==> src/rtl/dat_write_seq_pkg.sv <==
// Purpose: shared state encoding and gap default for the multi-block write sequencer.
// Latency: n/a (types and constants only).
// Backpressure: n/a.
package dat_write_seq_pkg;

  typedef enum logic [2:0] {
    ST_IDLE     = 3'd0,
    ST_WAIT_BUF = 3'd1,
    ST_START    = 3'd2,
    ST_RUN      = 3'd3,
    ST_GAP      = 3'd4,
    ST_DONE     = 3'd5
  } dat_wr_seq_state_e;

  // Minimum SD clock ticks between a writer done and the next writer start (Nwr).
  localparam int GapTicksDefault = 2;

endpackage

==> src/rtl/dat_write_sequencer_if.sv <==
// Purpose: handshake bundle between the write sequencer and the single-block data-line writer.
// Latency: n/a (wires only).
// Backpressure: writer accepts dw_start on an SD tick; dw_done and error flags are sampled on SD ticks.
// Ports: dw_start (seq->writer), dw_done / dw_crc_err / dw_end_bit_err (writer->seq).
interface dat_write_sequencer_if;
  logic dw_start;
  logic dw_done;
  logic dw_crc_err;
  logic dw_end_bit_err;

  modport master (output dw_start, input dw_done, input dw_crc_err, input dw_end_bit_err);
  modport slave  (input dw_start, output dw_done, output dw_crc_err, output dw_end_bit_err);
endinterface

==> src/rtl/dat_write_sequencer.sv <==
// Purpose: multi-block write controller: one writer start per block, inter-block gap, block count, status.
// Latency: start_i -> WAIT_BUF next cycle; dw_start held until an SD tick; xfer_done_o one cycle after final decision.
// Backpressure: stalls in WAIT_BUF until buf_block_ready_i; writer start is held until the SD tick.
// Ports: clk_i/rst_ni; host controls (start_i, multi_block_i, block_count_en_i, block_count_i,
//        stop_at_gap_i, abort_i, buf_block_ready_i); writer bundle dw; status outputs (busy_o,
//        block_done_o, xfer_done_o, crc_err_o, end_bit_err_o, stopped_at_gap_o, blocks_done_o).
module dat_write_sequencer
  import dat_write_seq_pkg::*;
#(
  parameter int BlockCountWidth = 16,
  parameter int GapTicks        = GapTicksDefault
) (
  input  logic                       clk_i,
  input  logic                       rst_ni,
  input  logic                       sd_clk_en_p_i,
  input  logic                       start_i,
  input  logic                       multi_block_i,
  input  logic                       block_count_en_i,
  input  logic [BlockCountWidth-1:0] block_count_i,
  input  logic                       stop_at_gap_i,
  input  logic                       abort_i,
  input  logic                       buf_block_ready_i,
  dat_write_sequencer_if.master      dw,
  output logic                       busy_o,
  output logic                       block_done_o,
  output logic                       xfer_done_o,
  output logic                       crc_err_o,
  output logic                       end_bit_err_o,
  output logic                       stopped_at_gap_o,
  output logic [BlockCountWidth-1:0] blocks_done_o
);

  localparam int GapW = (GapTicks > 0) ? $clog2(GapTicks + 1) : 1;
  localparam logic [GapW-1:0]            GapLast = GapW'(GapTicks);
  localparam logic [BlockCountWidth-1:0] CntOne  = BlockCountWidth'(1);

  dat_wr_seq_state_e            state_q, state_d;
  logic [BlockCountWidth-1:0]   remaining_q, remaining_d;
  logic [BlockCountWidth-1:0]   blocks_done_q, blocks_done_d;
  logic [GapW-1:0]              gap_cnt_q, gap_cnt_d;
  logic                         infinite_q, infinite_d;
  logic                         crc_err_q, crc_err_d;
  logic                         end_bit_err_q, end_bit_err_d;
  logic                         stopped_q, stopped_d;
  logic                         abort_pend_q, abort_pend_d;
  logic                         dw_start_s;
  logic                         blk_done_evt;

  // Writer status only counts on an SD tick.
  assign blk_done_evt = dw.dw_done & sd_clk_en_p_i;

  // State register
  always_ff @(posedge clk_i or negedge rst_ni) begin
    if (!rst_ni) begin
      state_q       <= ST_IDLE;
      remaining_q   <= '0;
      blocks_done_q <= '0;
      gap_cnt_q     <= '0;
      infinite_q    <= 1'b0;
      crc_err_q     <= 1'b0;
      end_bit_err_q <= 1'b0;
      stopped_q     <= 1'b0;
      abort_pend_q  <= 1'b0;
    end else begin
      state_q       <= state_d;
      remaining_q   <= remaining_d;
      blocks_done_q <= blocks_done_d;
      gap_cnt_q     <= gap_cnt_d;
      infinite_q    <= infinite_d;
      crc_err_q     <= crc_err_d;
      end_bit_err_q <= end_bit_err_d;
      stopped_q     <= stopped_d;
      abort_pend_q  <= abort_pend_d;
    end
  end

  // Next-state and datapath
  always_comb begin
    state_d       = state_q;
    remaining_d   = remaining_q;
    blocks_done_d = blocks_done_q;
    gap_cnt_d     = gap_cnt_q;
    infinite_d    = infinite_q;
    crc_err_d     = crc_err_q;
    end_bit_err_d = end_bit_err_q;
    stopped_d     = stopped_q;
    abort_pend_d  = abort_pend_q;

    unique case (state_q)
      ST_IDLE: begin
        // abort_i is deliberately not looked at here: a coincident start wins.
        if (start_i) begin
          remaining_d   = multi_block_i ? block_count_i : CntOne;
          infinite_d    = multi_block_i & ~block_count_en_i;
          blocks_done_d = '0;
          crc_err_d     = 1'b0;
          end_bit_err_d = 1'b0;
          stopped_d     = 1'b0;
          abort_pend_d  = 1'b0;
          state_d       = (!infinite_d && remaining_d == '0) ? ST_DONE : ST_WAIT_BUF;
        end
      end
      ST_WAIT_BUF: begin
        if (abort_i) begin
          state_d   = ST_DONE;
          stopped_d = 1'b1;
        end else if (buf_block_ready_i) begin
          state_d = ST_START;
        end
      end
      ST_START: begin
        // Abort beats a coincident tick; the writer may have seen start, the host resets the line.
        if (abort_i) begin
          state_d   = ST_DONE;
          stopped_d = 1'b1;
        end else if (sd_clk_en_p_i) begin
          state_d = ST_RUN;
        end
      end
      ST_RUN: begin
        // A block in flight always completes; abort is only remembered.
        if (abort_i) abort_pend_d = 1'b1;
        if (blk_done_evt) begin
          blocks_done_d = blocks_done_q + CntOne;
          if (!infinite_q && remaining_q != '0) remaining_d = remaining_q - CntOne;
          crc_err_d     = crc_err_q | dw.dw_crc_err;
          end_bit_err_d = end_bit_err_q | dw.dw_end_bit_err;
          gap_cnt_d     = '0;
          state_d       = ST_GAP;
        end
      end
      ST_GAP: begin
        if (abort_i) begin
          state_d   = ST_DONE;
          stopped_d = 1'b1;
        end else if (gap_cnt_q >= GapLast) begin
          if (crc_err_q || end_bit_err_q) begin
            state_d = ST_DONE;
          end else if (abort_pend_q || stop_at_gap_i) begin
            state_d   = ST_DONE;
            stopped_d = 1'b1;
          end else if (!infinite_q && remaining_q == '0) begin
            state_d = ST_DONE;
          end else begin
            state_d = ST_WAIT_BUF;
          end
        end else if (sd_clk_en_p_i) begin
          gap_cnt_d = gap_cnt_q + GapW'(1);
        end
      end
      ST_DONE: state_d = ST_IDLE;
      default: state_d = ST_IDLE;
    endcase
  end

  // Outputs
  always_comb begin
    dw_start_s   = 1'b0;
    block_done_o = 1'b0;
    xfer_done_o  = 1'b0;
    unique case (state_q)
      ST_START: dw_start_s   = ~abort_i;
      ST_RUN:   block_done_o = blk_done_evt;
      ST_DONE:  xfer_done_o  = 1'b1;
      default:  ;
    endcase
  end

  assign dw.dw_start        = dw_start_s;
  assign busy_o             = (state_q != ST_IDLE);
  assign crc_err_o          = crc_err_q;
  assign end_bit_err_o      = end_bit_err_q;
  assign stopped_at_gap_o   = stopped_q;
  assign blocks_done_o      = blocks_done_q;

endmodule

==> src/flat_wrapper.sv <==
// flat-port wrapper written by rule: the top's interface ports become plain ports
module dat_write_sequencer_flat import dat_write_seq_pkg::*;
#(
  parameter int BlockCountWidth = 16,
  parameter int GapTicks        = GapTicksDefault
)
  (clk_i, rst_ni, sd_clk_en_p_i, start_i, multi_block_i, block_count_en_i, block_count_i, stop_at_gap_i, abort_i, buf_block_ready_i, busy_o, block_done_o, xfer_done_o, crc_err_o, end_bit_err_o, stopped_at_gap_o, blocks_done_o, dw_dw_start, dw_dw_done, dw_dw_crc_err, dw_dw_end_bit_err);
  dat_write_sequencer_if dw_i ();
  input  logic clk_i;
  input  logic rst_ni;
  input  logic sd_clk_en_p_i;
  input  logic start_i;
  input  logic multi_block_i;
  input  logic block_count_en_i;
  input  logic [BlockCountWidth-1:0] block_count_i;
  input  logic stop_at_gap_i;
  input  logic abort_i;
  input  logic buf_block_ready_i;
  output logic busy_o;
  output logic block_done_o;
  output logic xfer_done_o;
  output logic crc_err_o;
  output logic end_bit_err_o;
  output logic stopped_at_gap_o;
  output logic [BlockCountWidth-1:0] blocks_done_o;
  output wire logic [$bits(dw_i.dw_start)-1:0] dw_dw_start;
  input wire logic [$bits(dw_i.dw_done)-1:0] dw_dw_done;
  input wire logic [$bits(dw_i.dw_crc_err)-1:0] dw_dw_crc_err;
  input wire logic [$bits(dw_i.dw_end_bit_err)-1:0] dw_dw_end_bit_err;
  assign dw_dw_start = dw_i.dw_start;
  assign dw_i.dw_done = dw_dw_done;
  assign dw_i.dw_crc_err = dw_dw_crc_err;
  assign dw_i.dw_end_bit_err = dw_dw_end_bit_err;
  dat_write_sequencer #(.BlockCountWidth(BlockCountWidth), .GapTicks(GapTicks)) u_core (.clk_i(clk_i), .rst_ni(rst_ni), .sd_clk_en_p_i(sd_clk_en_p_i), .start_i(start_i), .multi_block_i(multi_block_i), .block_count_en_i(block_count_en_i), .block_count_i(block_count_i), .stop_at_gap_i(stop_at_gap_i), .abort_i(abort_i), .buf_block_ready_i(buf_block_ready_i), .dw(dw_i), .busy_o(busy_o), .block_done_o(block_done_o), .xfer_done_o(xfer_done_o), .crc_err_o(crc_err_o), .end_bit_err_o(end_bit_err_o), .stopped_at_gap_o(stopped_at_gap_o), .blocks_done_o(blocks_done_o));
endmodule
==> config.mk <==
export PLATFORM = sky130hd
export DESIGN_NAME = dat_write_sequencer_flat
export DESIGN_NICKNAME = d
export VERILOG_FILES = /design/src/rtl/dat_write_seq_pkg.sv /design/src/rtl/dat_write_sequencer_if.sv /design/src/rtl/dat_write_sequencer.sv /design/src/flat_wrapper.sv
export SDC_FILE = /design/constraint.sdc
export NUM_CORES = 1
export LEC_CHECK = 0
export BUFFER_PORTS_ARGS = -buffer_cell sky130_fd_sc_hd__clkbuf_2
export CORE_ASPECT_RATIO = 1.25
export CORE_MARGIN = 2
export CORE_UTILIZATION = 50
export DETAILED_ROUTE_END_ITERATION = 8
export GPL_TIMING_DRIVEN = 0
export PLACE_DENSITY = 0.82
export SYNTH_ARGS = -nofsm -noshare
export SYNTH_HDL_FRONTEND = slang
export SYNTH_SLANG_ARGS = --single-unit
==> constraint.sdc <==
create_clock -name clk_i -period 1.7 [get_ports clk_i]
set_input_delay 0.085 -clock clk_i [delete_from_list [all_inputs] [get_ports clk_i]]
set_output_delay 0.085 -clock clk_i [all_outputs]
set_load 0.1 [all_outputs]
==> impl_results.md, run 1 <==
* Status: finished with violations
* Failing checks: hold timing, setup timing
* Layout Nets at 417
* Leading post-synthesis cells by cell area: dfrtp_1 (41%), a21oi_1 (5.8%), nor2_1 (5.1%)
* Most common library cells after synthesis: dfrtp_1 (42), nor2_1 (35), a21oi_1 (30)
* Bufs on Longest Clock Path at 2
* Max-slew violation count at 0
* Synth Cell Area at 2577 um^2
* Net Sw Power at 2969 uW
* Worst Hold Class: primary input to asynchronous set/reset pin
* First-pass GRT wire length at 13,720 um
* Vias at 2,961
* Reg2reg end: u_core.blocks_done_o[11]$_DFFE_PN0P_
* Seq/Total Area, Yosys at 0.4078
* Iter 0 DRT Violations at 363
* Post-CTS Hold Buffers at 0
* DRC viols at 0
* Pint at 3076 uW
* Area leader, netlist: dfrtp_1
* CP max FO at 4
* CP Capture Type: flip-flop
* Max Freq at 0.5241 GHz
* Detailed Place HPWL at 5194 um
* R2R Setup Slk at -0.21 ns
* Via-to-Cell Ratio at 6.609
* Final WL at 9562 um
* Initial Util at 0.5147
* Critical Path RT at 1.91 ns
* Antenna cell count at 0
* GRT Resource Usage Total at 0.3160
* DP Worst Slack at -0.3369 ns
* Final hold slack at -0.02751 ns
* FP Rows at 29
* Worst EP arrival at 2.11 ns
* Clock Sinks at 42
* Port bufs at 49
* Fin area at 3851 um^2
* Post-route ant nets at 0
* P_leak at 0.001574 uW
* Placed cell area at 3003 um^2
* R2R depth at 5
* Area grow syn2layout at 49.42%
* Synthesized Nets at 324
* Worst Tran Pin Value at 1.110 ns
* Sequential share of power at 0.283
* Die width at 68.22 um
* Final hold violations at 38
* Synthesized area per cell at 8.827 um^2
* Clk pwr share at 0.114
* Clk Latency, worst-skew pair at 0.31 ns
* Final min period at 1.908 ns
* Die ar. at 5749 um^2
* Maximum VDD drop at 0.9805 mV
* Top-count cell post-synth: dfrtp_1
* Core area at 5007 um^2
* CTS Buf Count at 5
* Pwr per Cell Area at 1570 nW/um^2
* IO Pins at 51
* Rel. slew slack at 0.2598
* Sw frac at 0.4911
* Yosys top cell area share at 0.4078
* Max Cap Viol at 0
* Layout cell share with drive strength beyond 1 at 0.5130
* Vias in the first global route at 2,857
* Crit path launch type: flip-flop
* GP Congestion at 0.9681
* Synth unique cells at 57
* Detailed Routing Iterations Pass 1 at 5
* Top_reg_cell synth: dfrtp_1
* #FFs+latches synth at 42
* Gate power share at 0.603
* Syn Inst Count at 292
* H-tree Lvls at 2
* Die height at 84.28 um
* R2R Path Start: u_core.state_q[1]$_DFFE_PN0P_
* Reg clk slew, reported paths at 0.09 ns
* Final setup viols at 26
* Synth async-reset ratio at 1.000
* Fin worst setup slack at -0.2080 ns
* Final period util at 1.122
* Ys Warns at 0
* Root Buffer: clkbuf_8
* RSZ-0062 raised after global routing: true
* Critical path type: flip-flop to flip-flop
* Number of synthesized flops with an enable pin at 0
* Largest net degree at the start of global routing at 43
* CTS tree: built
* Grt total ovfl at 0
* Per-cell routed wire length at 21.34 um
* Antenna violations before repair at 0
* Clk_skew at 0.01344 ns
cell type report:
type	instances	area [um^2]
Inverter	8	35.03
Clock buffer	5	68.82
Tap cell	62	77.57
Timing Repair Buffer	89	615.6
Clock inverter	3	21.27
Multi-Input combinational cell	225	1818
Sequential cell	42	1092
Fill cell	312	1156
Buffer	14	122.6
cell usage in the layout (no fill, tap or decap), drive strengths merged, types with 2 or more instances in the layout:
cell | netlist | final
a21o | 4 | 4
a22oi | 2 | 2
buf | 11 | 51
clkinv | 0 | 2
inv | 8 | 8
nand3b | 5 | 5
a2111oi | 2 | 2
nand2b | 2 | 2
and3 | 3 | 3
or3b | 2 | 2
ha | 4 | 4
o21ai | 26 | 26
nand2 | 14 | 14
or4 | 4 | 4
nor4 | 8 | 8
nor3 | 15 | 15
a21oi | 31 | 31
nor2 | 37 | 37
xnor2 | 5 | 5
o32ai | 2 | 2
o211ai | 2 | 2
and2 | 3 | 3
dfrtp | 42 | 42
xor2 | 9 | 9
a311oi | 2 | 2
clkbuf | 6 | 57
a31oi | 5 | 5
nand3 | 7 | 7
nand4 | 7 | 7
nor3b | 3 | 3
nor4b | 2 | 2
stage by stage:
stage	total power [uW]	std cells	TNS [ns]	util
CTS	5336	438	-1.753	0.7111
detailed placement	3866	403	-8.586	0.5997
global placement	3787	403	-6.956	0.5997
finish	6046	448	-3.289	0.7691
floorplan	3331	292	-0.7542	-
global route	6277	448	-5.021	0.7691
power by group through the flow:
stage,logic [uW],clock network [uW],registers [uW]
floorplan,1580,0,1750
global placement,2220,0,1570
detailed placement,2270,0,1590
CTS,3020,676,1640
global route,3830,718,1730
finish,3640,689,1710
kinds of logic after synthesis:
| logic type | synth area share |
|---|---|
| XOR/XNOR | 0.04757 |
| buffers and inverters | 0.04418 |
| AO/OA/AOI/OAI | 0.2350 |
| multiplexers | 0.004369 |
| AND/OR/NAND/NOR | 0.2379 |
| adder cells (fa/ha/maj) | 0.02330 |
| flip-flops | 0.4078 |
worst max-delay path by stage:
stage,from,to,slack (ns)
after global placement,u_core.remaining_q[7]$_DFFE_PN0P_,u_core.remaining_q[2]$_DFFE_PN0P_,-0.28
after floorplan,u_core.state_q[2]$_DFFE_PN0P_,u_core.blocks_done_o[3]$_DFFE_PN0P_,-0.12
after CTS,u_core.state_q[1]$_DFFE_PN0P_,u_core.blocks_done_o[11]$_DFFE_PN0P_,-0.14
final,u_core.state_q[1]$_DFFE_PN0P_,u_core.blocks_done_o[11]$_DFFE_PN0P_,-0.21
after detailed placement,u_core.remaining_q[7]$_DFFE_PN0P_,u_core.remaining_q[9]$_DFFE_PN0P_,-0.34
after global routing,u_core.remaining_q[4]$_DFFE_PN0P_,u_core.remaining_q[15]$_DFFE_PN0P_,-0.31
critical path, cell delays in order (launching register included):
cell and delay (ns):
dfrtp_1 0.41, or3b_4 0.48, a2111oi_4 0.50, nand4_1 0.17
xor2_1 0.22, nor2_2 0.04
what timing repair did:
item | CTS | global route
buffers inserted | 26 | 13
gates resized for setup | 76 | 60
hold endpoints to repair | 0 | 0
setup endpoints to repair | 39 | 39
gates cloned | 2 | 0
pin swaps | 32 | 28
registers in the layout, indices dropped and copies added (netlist names):
name,flops
u_core.gap_cnt_q,2
u_core.remaining_q,16
u_core.stopped_at_gap_o,1
u_core.crc_err_o,1
u_core.blocks_done_o,16
u_core.infinite_q,1
u_core.end_bit_err_o,1
u_core.abort_pend_q,1
u_core.state_q,3
metal layers:
layer | vias up | wire length [um] | global-route usage
met5 | - | 0 | 0
met4 | 0 | 557 | 0.1927
met2 | 206 | 4897 | 0.5252
met1 | 1410 | 3380 | 0.3583
li1 | 1270 | - | -
met3 | 75 | 728 | 0.06836
(Power assumes the default switching activity.)
==> run 2: changes to the inputs <==
--- a/config.mk
+++ b/config.mk
@@ -5,13 +5,13 @@
 export SDC_FILE = /design/constraint.sdc
 export NUM_CORES = 1
 export LEC_CHECK = 0
+export ABC_AREA = 1
 export BUFFER_PORTS_ARGS = -buffer_cell sky130_fd_sc_hd__clkbuf_2
 export CORE_ASPECT_RATIO = 1.25
 export CORE_MARGIN = 2
-export CORE_UTILIZATION = 50
+export CORE_UTILIZATION = 51
 export DETAILED_ROUTE_END_ITERATION = 8
-export GPL_TIMING_DRIVEN = 0
-export PLACE_DENSITY = 0.82
+export PLACE_DENSITY = 0.75
 export SYNTH_ARGS = -nofsm -noshare
 export SYNTH_HDL_FRONTEND = slang
 export SYNTH_SLANG_ARGS = --single-unit
==> impl_results.md, run 2 <==
* Status: finished clean (was finished with violations)
* Via-to-Cell Ratio at 5.315 (was 6.609)
* RSZ-0062 raised after global routing: true (unchanged)
* Iter 0 DRT Violations at 145 (was 363)
* Max-slew violation count at 0 (unchanged)
* Fillers at 519 (was 312)
* Rel. slew slack at 0.6362 (was 0.2598)
* P_leak at 0.001824 uW (was 0.001574 uW)
* Worst Tran Pin Value at 0.5480 ns (was 1.110 ns)
* Synth Cell Area at 2922 um^2 (was 2577 um^2)
* Syn Inst Count at 447 (was 292)
* GP Congestion at 0.9636 (was 0.9681)
* Synthesized area per cell at 6.536 um^2 (was 8.827 um^2)
* CTS tree: built (unchanged)
* #FFs+latches synth at 42 (unchanged)
* Final hold violations at 0 (was 38)
* Commonest non-fill, non-tap cell in the layout: nand2_1 (was clkbuf_2)
* Most common library cells after synthesis: nand2_1 (153), nor2_1 (53), inv_1 (51) (was dfrtp_1 (42), nor2_1 (35), a21oi_1 (30))
* Clk_skew at 0.005808 ns (was 0.01344 ns)
* Top_reg_cell synth: dfrtp_1 (unchanged)
* Critical Path RT at 1.93 ns (was 1.91 ns)
* Vias at 3,040 (was 2,961)
* Antenna violations before repair at 0 (unchanged)
* IO Pins at 51 (unchanged)
* Layout cell share with drive strength beyond 1 at 0.1969 (was 0.5130)
* Top-count cell post-synth: nand2_1 (was dfrtp_1)
* Synth async-reset ratio at 1.000 (unchanged)
* Initial Util at 0.5331 (was 0.5147)
* Detailed Place HPWL at 5697 um (was 5194 um)
* Die height at 88.62 um (was 84.28 um)
* Root Buffer: clkbuf_8 (unchanged)
* CTS Buf Count at 5 (unchanged)
* Worst Hold Class: primary input to flip-flop (was primary input to asynchronous set/reset pin)
* Area leader, netlist: dfrtp_1 (unchanged)
* GRT Resource Usage Total at 0.2405 (was 0.3160)
* R2R Setup Slk at 0.08 ns (was -0.21 ns)
* Clock Sinks at 42 (unchanged)
* Min-delay src: dw_dw_crc_err
* Seq/Total Area, Yosys at 0.3597 (was 0.4078)
* Layout Nets at 539 (was 417)
* Largest net degree at the start of global routing at 25 (was 43)
* Vias in the first global route at 2,879 (was 2,857)
* Number of synthesized flops with an enable pin at 0 (unchanged)
* Core area at 5480 um^2 (was 5007 um^2)
* Max Freq at 0.6191 GHz (was 0.5241 GHz)
* Critical path type: flip-flop to flip-flop (unchanged)
* Leading post-synthesis cells by cell area: dfrtp_1 (36%), nand2_1 (20%), nor2_1 (6.8%) (was dfrtp_1 (41%), a21oi_1 (5.8%), nor2_1 (5.1%))
* Critical Path Source: u_core.state_q[0]$_DFFE_PN0P_ (was u_core.state_q[1]$_DFFE_PN0P_)
* DP Worst Slack at 0.08622 ns (was -0.3369 ns)
* Reg clk slew, reported paths at 0.08 ns (was 0.09 ns)
* Synthesized Nets at 479 (was 324)
* Commonest cells after routing, fill and taps aside: nand2_1 (153), nor2_1 (51), inv_1 (49) (was clkbuf_2 (46), buf_4 (35), nor2_1 (30))
* Post-route ant nets at 0 (unchanged)
* CP max FO at 9 (was 4)
* CP Capture Type: flip-flop (unchanged)
* Area grow syn2layout at 18.16% (was 49.42%)
* Max Cap Viol at 0 (unchanged)
* Yosys top cell area share at 0.3597 (was 0.4078)
* Per-cell routed wire length at 12.85 um (was 21.34 um)
* Pwr per Cell Area at 1490 nW/um^2 (was 1570 nW/um^2)
* Final setup viols at 0 (was 26)
* Detailed Routing Iterations Pass 1 at 4 (was 5)
* Final min period at 1.615 ns (was 1.908 ns)
* Crit path launch type: flip-flop (unchanged)
* Maximum VDD drop at 0.9555 mV (was 0.9805 mV)
* Antenna cell count at 0 (unchanged)
* Clk Latency, worst-skew pair at 0.29 ns (was 0.31 ns)
* Ys Warns at 0 (unchanged)
* FP Rows at 30 (was 29)
* Final period util at 0.9502 (was 1.122)
* DRC viols at 0 (unchanged)
* Synth unique cells at 33 (was 57)
* Total power at 5142 uW (was 6046 uW)
* R2R Path Start: u_core.state_q[0]$_DFFE_PN0P_ (was u_core.state_q[1]$_DFFE_PN0P_)
* Grt total ovfl at 0 (unchanged)
* Die ar. at 6354 um^2 (was 5749 um^2)
* First-pass GRT wire length at 12,200 um (was 13,720 um)
* Die width at 71.70 um (was 68.22 um)
* Final WL at 7350 um (was 9562 um)
* Fin worst setup slack at 0.08464 ns (was -0.2080 ns)
* H-tree Lvls at 2 (unchanged)
* Port bufs at 50 (was 49)
* Bufs on Longest Clock Path at 2 (unchanged)
* Worst EP arrival at 1.84 ns (was 2.11 ns)
-- run 2: timing repair --
action                                  4_1_cts  5_1_grt
buffers inserted                              0        2
hold endpoints to repair                     11        0
endpoints found under the setup margin        0       18
hold buffers                                  1        0
gates resized for setup                       0        6
-- run 2: critical path, cell delays in order, from the launching register on --
cell     delay, ns
dfrtp_1       0.44
inv_1         0.14
nand2_1       0.09
nor2_2        0.15
nand2_4       0.10
nand2_8       0.12
inv_4         0.07
a21oi_4       0.13
buf_4         0.18
nand2_1       0.08
nand2_1       0.06
-- run 2: cell families (layout without fill, tap and decap cells) --
family / count (synthesis) / count (layout) / synth area share
buffers and inverters: 63 / 124 / 0.09250
XOR/XNOR: 2 / 2 / 0.005997
flip-flops: 42 / 42 / 0.3597
AO/OA/AOI/OAI: 53 / 53 / 0.1019
AND/OR/NAND/NOR: 283 / 283 / 0.4227
adder cells (fa/ha/maj): 4 / 4 / 0.01713
-- run 2: area by class of cell --
class	instances	area, um^2	area share
inverters	54	205.2	0.05944
well taps	64	80.08	0.02320
clock buffers	8	90.09	0.02610
flip-flops and latches	42	1067	0.3092
repair buffers	62	385.4	0.1116
multi-input cells	342	1624	0.4705
-- run 2: where the power goes --
part           internal, uW  switching, uW  leakage, uW
clock                   332            337    0.0000455
sequential             1280            295     0.000537
combinational           843           2050      0.00124
-- run 2: final timing paths --
kind                                                  endpoint  cells past startpoint
max in group asynchronous  u_core.blocks_done_o[5]$_DFFE_PN0P_                      3
max reg2reg                 u_core.remaining_q[10]$_DFFE_PN0P_                     10
min in group asynchronous    u_core.remaining_q[3]$_DFFE_PN0P_                      2
min reg2reg                  u_core.remaining_q[0]$_DFFE_PN0P_                      2
max                         u_core.remaining_q[10]$_DFFE_PN0P_                     10
min                               u_core.crc_err_o$_DFFE_PN0P_                      3
-- run 2: per-layer routing --
layer,track usage,wire length (um),up-vias
met5,0,0,-
met4,0.08233,141,0
met3,0.03531,267,10
met2,0.4411,3819,78
met1,0.2866,3122,1396
li1,-,-,1556
-- run 2: through the flow --
stage	utilization	instances	hold slack [ns]	area [um^2]	TNS [ns]
3_5_place_dp	0.6059	561	0.02678	3321	0
4_1_cts	0.6242	570	0.01024	3421	0
3_3_place_gp	0.6059	561	0.01924	3321	0
2_1_floorplan	-	447	-0.2106	2945	-0.3538
6_report	0.6299	572	0.01195	3452	0
5_1_grt	0.6299	572	0.02212	3452	-0.04035
==> run 3: changes to the inputs <==
--- a/config.mk
+++ b/config.mk
@@ -9,8 +9,9 @@
 export BUFFER_PORTS_ARGS = -buffer_cell sky130_fd_sc_hd__clkbuf_2
 export CORE_ASPECT_RATIO = 1.25
 export CORE_MARGIN = 2
-export CORE_UTILIZATION = 51
+export CORE_UTILIZATION = 54
 export DETAILED_ROUTE_END_ITERATION = 8
+export MAX_ROUTING_LAYER = met4
 export PLACE_DENSITY = 0.75
 export SYNTH_ARGS = -nofsm -noshare
 export SYNTH_HDL_FRONTEND = slang
==> constraint.sdc (replaced) <==
create_clock -name clk_i -period 2 [get_ports clk_i]
set_input_delay 0.1 -clock clk_i [delete_from_list [all_inputs] [get_ports clk_i]]
set_output_delay 0.1 -clock clk_i [all_outputs]
set_load 0.1 [all_outputs]
==> impl_results.md, run 3 (synthesis results as in run 2) <==
* Die height at 86.24 um (was 88.62 um)
* Fin area at 3349 um^2 (was 3452 um^2)
* First-pass GRT wire length at 12,320 um (was 12,200 um)
* Antenna violations before repair at 0 (unchanged)
* Status: finished clean (unchanged)
* Core area at 5152 um^2 (was 5480 um^2)
* Final hold slack at 0.02448 ns (was 0.01195 ns)
* Net Sw Power at 2241 uW (was 2684 uW)
* Fillers at 519 (unchanged)
* Layout cell share with drive strength beyond 1 at 0.1560 (was 0.1969)
* Antenna cell count at 0 (unchanged)
* Initial Util at 0.5670 (was 0.5331)
* CP max stage cell: dfrtp_1 (unchanged)
* Die ar. at 6018 um^2 (was 6354 um^2)
* Vias at 2,982 (was 3,040)
* Post-CTS Hold Buffers at 1 (unchanged)
* Worst EP arrival at 2.07 ns (was 1.84 ns)
* Worst Tran Pin Value at 0.6396 ns (was 0.5480 ns)
* Port bufs at 50 (unchanged)
* Max Cap Viol at 0 (unchanged)
* Worst Hold Class: primary input to flip-flop (unchanged)
* CP top delay family: simple AND/OR/NAND/NOR gates (unchanged)
* Setup TNS Final at 0 ns (unchanged)
* Commonest cells after routing, fill and taps aside: nand2_1 (153), nor2_1 (52), inv_1 (51) (was nand2_1 (153), nor2_1 (51), inv_1 (49))
* Buf/Inv on CP at 1 (was 3)
* Final period util at 0.9147 (was 0.9502)
* Crit path cell chain: nand2_1 -> nor2_4 -> nand2_4 -> nand2_8 -> inv_4 -> a21oi_4 -> nand2_1 -> nand2_1 (was inv_1 -> nand2_1 -> nor2_2 -> nand2_4 -> nand2_8 -> inv_4 -> a21oi_4 -> buf_4 -> nand2_1 -> nand2_1)
* CP Capture Type: flip-flop (unchanged)
* Clock Sinks at 42 (unchanged)
* CTS Buf Count at 5 (unchanged)
* Rel. slew slack at 0.5736 (was 0.6362)
* Critical Path RT at 2.24 ns (was 1.93 ns)
* Reg clk slew, reported paths at 0.08 ns (about the same)
* Crit path launch type: flip-flop (unchanged)
* Final WL at 7338 um (was 7350 um)
* Detailed Routing Iterations Pass 1 at 4 (unchanged)
* Clk_skew at 0.01137 ns (was 0.005808 ns)
* Maximum VDD drop at 1.032 mV (was 0.9555 mV)
* Grt total ovfl at 0 (unchanged)
* Sw frac at 0.5170 (was 0.5220)
* IO Pins at 51 (unchanged)
* DRC viols at 0 (unchanged)
* GP Congestion at 0.9049 (was 0.9636)
* Detailed Place HPWL at 5580 um (was 5697 um)
* FP Rows at 29 (was 30)
* P_leak at 0.001800 uW (was 0.001824 uW)
* GRT Resource Usage Total at 0.2628 (was 0.2405)
* Clk Latency, worst-skew pair at 0.30 ns (was 0.29 ns)
* Area grow syn2layout at 14.65% (was 18.16%)
* Post-route ant nets at 0 (unchanged)
* Slowest cell delay on critical path at 0.46 ns (was 0.44 ns)
* Die width at 69.79 um (was 71.70 um)
* Max-slew violation count at 0 (unchanged)
* Bufs on Longest Clock Path at 2 (unchanged)
* RSZ-0062 raised after global routing: false (was true)
* Iter 0 DRT Violations at 174 (was 145)
* Final hold violations at 0 (unchanged)
* Largest net degree at the start of global routing at 25 (unchanged)
* Clk pwr share at 0.153 (was 0.130)
* Pwr per Cell Area at 1294 nW/um^2 (was 1490 nW/um^2)
* Per-cell routed wire length at 13.06 um (was 12.85 um)
* Max Freq at 0.5466 GHz (was 0.6191 GHz)
* H-tree Lvls at 2 (unchanged)
* Most used cell, CP: nand2_1 (unchanged)
* Post-CTS sizing at 0 (unchanged)
* Root Buffer: clkbuf_8 (unchanged)
* Final min period at 1.829 ns (was 1.615 ns)
* Gate power share at 0.537 (was 0.563)
* CTS tree: built (unchanged)
* Commonest non-fill, non-tap cell in the layout: nand2_1 (unchanged)
* Critical path type: flip-flop to flip-flop (unchanged)
* Via-to-Cell Ratio at 5.306 (was 5.315)
* Vias in the first global route at 2,805 (was 2,879)
* Sequential share of power at 0.310 (was 0.307)
* Final setup viols at 0 (unchanged)
* CP max FO at 18 (was 9)
* Post-CTS setup buffer count at 0 (unchanged)
* Pint at 2093 uW (was 2458 uW)
* Placed cell area at 3233 um^2 (was 3321 um^2)
* Layout Nets at 531 (was 539)
## run 3: cell types whose count changed in the layout (fill, tap and decap cells not counted), moves of 2 or more
cell,delta
buf_4,-7
inv_1,+2
dfrtp_2,-10
inv_2,-2
buf_12,-2
dfrtp_1,+10
## run 3: power groups by stage
stage	clock, uW	sequential, uW	combinational (uW)
after CTS	674	1340	2330
after global routing	702	1380	2610
final	663	1340	2330
after global placement	0	1350	2270
after detailed placement	0	1360	2310
after floorplan	0	1580	1620
## run 3: path summary, 6_finish.rpt
path                            slack (ns)                               from                                   to  cells after the start
worst max register to register        0.17      u_core.state_q[1]$_DFFE_PN0P_   u_core.remaining_q[12]$_DFFE_PN0P_                      8
min in group asynchronous             0.35                             rst_ni    u_core.remaining_q[2]$_DFFE_PN0P_                      2
max in group asynchronous             1.03                             rst_ni  u_core.blocks_done_o[8]$_DFFE_PN0P_                      3
worst min register to register        0.51  u_core.remaining_q[0]$_DFFE_PN0P_    u_core.remaining_q[0]$_DFFE_PN0P_                      2
worst min-delay path                  0.02                  dw_dw_end_bit_err     u_core.end_bit_err_o$_DFFE_PN0P_                      3
worst max-delay path                  0.17      u_core.state_q[1]$_DFFE_PN0P_   u_core.remaining_q[12]$_DFFE_PN0P_                      8
## run 3: worst min-delay path, stage by stage
cell and delay [ns]:
clkbuf_2 0.08, nand2_1 0.05, a21oi_1 0.05
## run 3: cell type report
type / instances / area, um^2 / share of cell area
inverters: 54 / 205.2 / 0.06126
clock buffers: 7 / 76.32 / 0.02279
flip-flops and latches: 42 / 1055 / 0.3149
well taps: 62 / 77.57 / 0.02316
clock inverters: 1 / 30.03 / 0.008965
repair buffers: 54 / 297.8 / 0.08891
multi-input cells: 342 / 1608 / 0.4800
## run 3: per-layer routing
layer | track usage | share of wire | vias to the layer above
li1 | - | - | 1542
met1 | 0.3057 | 0.43 | 1368
met2 | 0.4693 | 0.52 | 63
met3 | 0.04535 | 0.040 | 9
met4 | 0.07343 | 0.015 | 0
met5 | - | 0 | -
## run 3: metrics by stage
step           instances  utilization  setup slack [ns]  power (uW)
5_1_grt              562       0.6501           0.04779        4692
6_report             562       0.6501            0.1706        4334
4_1_cts              562       0.6501            0.1794        4342
3_5_place_dp         553       0.6275            0.2053        3671
2_1_floorplan        447            -           0.02965        3208
3_3_place_gp         553       0.6275            0.2821        3619
